### src/rtl/ram_loader.sv
// ram_loader: framed byte-stream boot loader for the embedded RAM write port.
// Frame: SYNC, ADDR_H, ADDR_L, LEN_H, LEN_L, LEN payload bytes, CSUM.
// Every payload byte is written at an auto-incrementing, wrapping address.
// The CPU is held off the bus while a frame is in progress.
// The address split assumes 9 <= ADDR_W <= 16.
module ram_loader #(
  parameter logic [7:0] SYNC_BYTE = 8'h55,
  parameter int         ADDR_W    = 15,
  parameter int         TIMEOUT   = 1000000
) (
  input  logic              clk,
  input  logic              reset_n,
  input  logic [7:0]        in_data,
  input  logic              in_valid,
  output logic              in_ready,
  output logic              ram_we,
  output logic [ADDR_W-1:0] ram_addr,
  output logic [7:0]        ram_din,
  output logic              cpu_hold,
  output logic              done,
  output logic              err,
  output logic              busy
);

  typedef enum logic [2:0] {
    S_IDLE, S_ADDR_H, S_ADDR_L, S_LEN_H, S_LEN_L, S_DATA, S_CSUM
  } state_t;

  // Last idle count before the frame is abandoned.
  localparam logic [19:0] TO_LAST = 20'(TIMEOUT - 1);

  state_t              state, state_nx;
  logic                rdy;
  logic [ADDR_W-1:0]   addr;      // next payload write address
  logic                addr_bad;  // ADDR_H had bits set above the RAM size
  logic [15:0]         cnt;       // payload bytes still to come
  logic [7:0]          sum;       // running sum of bytes after SYNC
  logic [7:0]          sum_nx;
  logic [19:0]         tcnt;      // cycles since the last accepted byte
  logic                acc, wr, fin_ok, fin_bad, tmo;

  assign in_ready = rdy;
  assign acc      = in_valid & rdy;
  assign busy     = (state != S_IDLE);
  assign cpu_hold = busy;
  assign sum_nx   = sum + in_data;

  // Ready comes up on the first clock after reset and then stays up.
  always_ff @(posedge clk or negedge reset_n) begin
    if (!reset_n) rdy <= 1'b0;
    else          rdy <= 1'b1;
  end

  // State register.
  always_ff @(posedge clk or negedge reset_n) begin
    // NOTE: registered state uses non-blocking assignments so every flop
    // samples pre-edge values, independent of block ordering.
    if (!reset_n) state <= S_IDLE;
    else          state <= state_nx;
  end

  // Next-state decode plus the write / completion / timeout strobes.
  always_comb begin
    // NOTE: every output of this block gets a default first, so no path
    // leaves one unassigned and no latch is inferred.
    state_nx = state;
    wr       = 1'b0;
    fin_ok   = 1'b0;
    fin_bad  = 1'b0;
    tmo      = (state != S_IDLE) && !acc && (tcnt == TO_LAST);
    if (acc) begin
      case (state)
        S_IDLE:   if (in_data == SYNC_BYTE) state_nx = S_ADDR_H;
        S_ADDR_H: state_nx = S_ADDR_L;
        S_ADDR_L: state_nx = S_LEN_H;
        S_LEN_H:  state_nx = S_LEN_L;
        S_LEN_L:  state_nx = ({cnt[15:8], in_data} == 16'd0) ? S_CSUM : S_DATA;
        S_DATA: begin
          wr = !addr_bad;
          if (cnt == 16'd1) state_nx = S_CSUM;
        end
        S_CSUM: begin
          state_nx = S_IDLE;
          if (sum_nx == 8'h00 && !addr_bad) fin_ok  = 1'b1;
          else                              fin_bad = 1'b1;
        end
        default:  state_nx = S_IDLE;
      endcase
    end
    if (tmo) begin
      state_nx = S_IDLE;
      fin_bad  = 1'b1;
    end
  end

  // Frame datapath: header capture, checksum, address/count, RAM port, pulses.
  always_ff @(posedge clk or negedge reset_n) begin
    if (!reset_n) begin
      addr     <= '0;
      addr_bad <= 1'b0;
      cnt      <= '0;
      sum      <= '0;
      tcnt     <= '0;
      ram_we   <= 1'b0;
      ram_addr <= '0;
      ram_din  <= '0;
      done     <= 1'b0;
      err      <= 1'b0;
    end else begin
      ram_we <= wr;
      done   <= fin_ok;
      err    <= fin_bad;
      if (wr) begin
        ram_addr <= addr;
        ram_din  <= in_data;
      end
      // The idle timer only runs inside a frame and restarts on every byte.
      if (state == S_IDLE || acc) tcnt <= '0;
      else                        tcnt <= tcnt + 20'd1;
      if (acc) begin
        sum <= (state == S_IDLE) ? 8'h00 : sum_nx;
        case (state)
          S_ADDR_H: begin
            addr[ADDR_W-1:8] <= in_data[ADDR_W-9:0];
            addr_bad         <= (in_data >> (ADDR_W - 8)) != 8'd0;
          end
          S_ADDR_L: addr[7:0]  <= in_data;
          S_LEN_H:  cnt[15:8]  <= in_data;
          S_LEN_L:  cnt[7:0]   <= in_data;
          S_DATA: begin
            cnt  <= cnt - 16'd1;
            addr <= addr + ADDR_W'(1);
          end
          default: ;
        endcase
      end
    end
  end

endmodule
### config.mk
export PLATFORM = sky130hd
export DESIGN_NAME = ram_loader
export DESIGN_NICKNAME = d
export VERILOG_FILES = /design/src/rtl/ram_loader.sv
export SDC_FILE = /design/constraint.sdc
export NUM_CORES = 1
export LEC_CHECK = 0
export ABC_AREA = 1
export BUFFER_PORTS_ARGS = -buffer_cell sky130_fd_sc_hd__clkbuf_2
export CORE_MARGIN = 1.5
export CORE_UTILIZATION = 60
export CTS_BUF_LIST = sky130_fd_sc_hd__clkbuf_4 sky130_fd_sc_hd__clkbuf_8
export DETAILED_ROUTE_END_ITERATION = 12
export PLACE_DENSITY = 0.8
export SLEW_MARGIN = 10
export SYNTH_ARGS = -nofsm -noshare
export SYNTH_HDL_FRONTEND = slang
export SYNTH_SLANG_ARGS = --single-unit
### constraint.sdc
create_clock -name clk -period 2.65 [get_ports clk]
set_input_delay 0.3975 -clock clk [delete_from_list [all_inputs] [get_ports clk]]
set_output_delay 0.3975 -clock clk [all_outputs]
set_load 0.03 [all_outputs]
Yosys cells after proc, flatten, opt, wreduce, memory -nomap -nowiden:

Index checks and enable logic that the tools add are counted.

* bits in registers: 90
* bits of input ports: 11
* output and inout port bits: 29
* logic and storage cells: 72

* add/sub/neg operators: 4
* equality and inequality tests: 11
* multiplexer cells: 21
* bitwise operators: 1
* reductions and logical operators: 21

Operators by type and width (count)
* $pmux W8 S2: 3
* $add A20 B1 Y20 const B: 1
* $eq A20 B20 Y1 const B: 1
* $mux W20: 1
* $pmux W3 S6: 1
* $eq A16 B1 Y1 const B: 1
* $logic_not A16 Y1: 1
* $sub A16 B1 Y16 const B: 1
* $add A15 B1 Y15 const B: 1
* $pmux W7 S2: 1
* $mux W3: 4
* $reduce_and A2 Y1: 5
* $reduce_bool A2 Y1: 5
* $eq A3 B3 Y1 const B: 3
* $mux W1: 9
* $add A8 B8 Y8: 1
* $eq A8 B7 Y1 const B: 1
* $logic_not A8 Y1: 1
* $mux W8: 1
* $eq A3 B2 Y1 const B: 2
* $ne A3 B3 Y1 const B: 2
* $eq A3 B1 Y1 const B: 1
* $logic_and A1 B1 Y1: 3
* $logic_not A3 Y1: 1
* 6 further kinds: 7

Logic depth before layout (Yosys ltp):

* depth after elaboration: 7
* gate-level depth with buffers: 11
* gate-level depth less buffers: 11

Worst setup path before layout:

OpenSTA, ideal clock, no wires.

* kind: input to register
* start point: in in_data[0]
* end point: reg err
* setup time: 0.118 ns
* arrival time: 1.587 ns
* required time: 2.532 ns
* path slack: 0.944 ns
* cell stages on the path: 9
* buffers on the path: 0
* cell sequence: ha_1 fa_1 xor2_1 nor2_1 nand3_1 nor2_1 nand2_1 nand2_1 nand2_1

* word-level cells in the longest chain between the ends: 7

RTL lines
* start: declaration: line 13 `input logic [7:0] in_data,`
* $add A8 B8 Y8: line 46 `assign sum_nx = sum + in_data;`
* $logic_not A8 Y1: line 84 `if (sum_nx == 8'h00 && !addr_bad) fin_ok = 1'b1;`
* $logic_and A1 B1 Y1: line 84
* $mux W1: line 84
* $mux W1: line 72 `case (state)`
* $mux W1: line 71 `if (acc) begin`
* $mux W1: line 90 `if (tmo) begin`
* net fin_bad: line 40 `logic acc, wr, fin_ok, fin_bad, tmo;`
* end signal: assignment: line 112 `err <= fin_bad;`
* end: declaration: line 21 `output logic err,`

The timed path passes the listed nets, and every way through them passes these cells.
A chain may end at the register's enable or synchronous reset.

Worst setup path in the final report:

* start point: reg state[0]
* end point: out cpu_hold

* word-level cells in the longest chain between the ends: 1

RTL lines
* start: declaration: line 32 `state_t state, state_nx;`
* start signal: assignment: line 59 `else state <= state_nx;`
* $reduce_bool A3 Y1: line 44 `assign busy = (state != S_IDLE);`
* end: declaration: line 19 `output logic cpu_hold,`

No other way between the ends.

==> impl_metrics.yaml <==
run_status:
  status: "complete, no violations"
cells_and_area:
  layout.nets: 758
  syn_to_final_growth_pct: 9.11
  layout_commonest_cell: "nand2_1"
  antenna_cells: 0
  drive_above_1_share_pct: 15.7
  final_cell_mix: "nand2_1, nor2_1, dfrtp_1"
global_route:
  grt_pass1_vias: 4662
  grt_antenna_before_repair: 0
  grt.total_usage_pct: 28.4
  gr-max-usage-layer: "met2"
  grt_util_met3_pct: 4.84
  grt_max_degree: 47
  grt_first_pass_wirelength_mm: 21.8
  overflow: 0
  use_met1_pct: 39.6
  use_met2_pct: 45.9
clock_tree:
  clkTransAtPathRegs_ns: 0.09
  cts.htree.levels: 3
  cts_tree: "done"
  cts_root_buf: "clkbuf_8"
  cts_sinks: 90
  hold_buffers: 0
  clk_latency_ns: 0.35
  clockBufferDepth: 2
  numCtsBuffers: 9
  cts_setup_buffers: 0
  cts_resized: 0
floorplanning:
  core_um2: 8640
  fp.dieW_um: 96.7
  rows: 34
  start_util_pct: 61.1
  ios: 40
  die_h_um: 96.7
  dieArea_um2: 9360
sta:
  hold_viol: 0
  maxSlewHeadroom_pct: 61.7
  final.setup.tns_ns: 0
  finalSetupViolCount: 0
  rsz0062_at_grt: "false"
  finClkSkew_ns: 0.0141
  fmax_ghz: 0.524
  min_period_ns: 1.91
  slew_violations: 0
  tightest_slew_ns: 0.574
  hold_slack_ns: 0.0238
  setup_ws_ns: 0.740
  fin_crit_sh_pct: 72.1
placement:
  dp_hpwl_mm: 9.15
  gp_congestion: 0.965
  dp_worst_setup_slack_ns: 0.648
  io_buffers: 39
setup_path:
  path_max_fanout: 6
  required_ns: 2.25
  cp.arrival_ns: 1.51
  cp-start-kind: "flop"
  cp-end-kind: "output port"
  reg2reg_depth: 7
  criticalPathCategory: "flop to output port"
synth:
  ys_seq_elements: 90
  yosysWarnings: 0
  synth_top_flop_cell: "dfrtp_1"
  yosys.area.top_type_share_pct: 42.7
  netlist_instances: 696
  syn_area_um2: 5270
  synth_largest_area_cell: "dfrtp_1"
  ys_types: 40
  ys_seq_area_share_pct: 42.7
  synth_edf_count: 0
  ys_async_sr_fraction_pct: 100
  syn-num-nets: 719
  synth_area_per_cell_um2: 7.58
  synth.area.top_cells: "dfrtp_1, nand2_1, nor2_1"
drt:
  via_per_inst: 5.58
  firstDrtPassIters: 5
  drtAntennaViolNets: 0
  avgRoutedWirePerCell_um: 14.7
  drt_iter0_markers: 422
  vias: 4725
  routed_wl_mm: 12.4
  drc: 0
pwr:
  p_total_mw: 5.88
  peakVddDrop_mv: 0.529
  p_per_area_nw_per_um2: 1020
  leakagePower_nw: 2.88
job:
  cap_violations: 0
hold_path:
  hp-class: "input pin to async pin"
-- cell usage after synthesis, drive strengths merged, types with 2 or more instances --
master and number:
nand2 199, nor2 103, dfrtp 90, inv 84, o21ai 55, a21oi 40, nand3 40, nand4 14
buf 13, a31oi 11, ha 11, xor2 10, nor3 6, a22o 4, a211oi 3, xnor2 3
or2 2
-- registers in the layout, indices dropped and copies added, names as in the netlist --
name      cells
err           1
done          1
addr_bad      1
in_ready      1
tcnt         20
ram_din       8
ram_addr     15
state         3
cnt          16
sum           8
ram_we        1
addr         15
-- path summary, 6_finish.rpt --
path / from / end / slack (ns)
max in group asynchronous: reset_n / sum[2] / 1.97
hold / removal: reset_n / ram_addr[12] / 0.02
min in group clk: in_data[0] / ram_din[0] / 0.33
hold reg to reg: tcnt[0] / tcnt[0] / 0.48
setup reg to reg: in_ready / ram_addr[14] / 0.76
setup / recovery: state[0] / cpu_hold / 0.74
-- layout make-up --
type / count / area [µm²]
flip-flops and latches: 90 / 2250
clock inverters: 4 / 76.3
inverters: 84 / 320
fillers: 736 / 2880
multi-input cells: 508 / 2590
repair buffers: 42 / 233
well taps: 108 / 135
clock buffers: 11 / 145
-- per-stage QoR --
| step | cells | utilization (%) | area (µm²) |
|---|---|---|---|
| after CTS | 847 | 66.6 | 5750 |
| final | 847 | 66.6 | 5750 |
| after global routing | 847 | 66.6 | 5750 |
| after global placement | 832 | 64.1 | 5530 |
| after floorplan | 696 | - | 5270 |
| after detailed placement | 832 | 64.1 | 5530 |
-- routing by layer --
metal,share of wire (%),vias to the layer above
li1,-,2311
met1,45,2250
met2,49,147
met3,5.4,17
met4,1.4,0
met5,0,-
-- cell families (layout without fill, tap and decap cells) --
family,after synthesis,count (layout),share of synthesized area (%)
compound gates,116,116,13.4
xor+xnor,13,13,2.16
fa+ha+maj,12,12,2.99
buf+inv,98,141,8.14
flops,90,90,42.7
other cells,1,1,0.0711
simple gates,366,366,30.5
-- critical path: stages (launching register included) --
cell and delay, ns:
dfrtp_1 0.46, nor2_1 0.32, nand2_2 0.16, clkbuf_2 0.22
-- report_power, final --
| group | switching, mW | leakage, nW | internal, mW |
|---|---|---|---|
| registers | 0.458 | 1.15 | 1.84 |
| clock network | 0.470 | 0.109 | 0.564 |
| logic | 1.72 | 1.62 | 0.832 |
(Power assumes the default switching activity.)
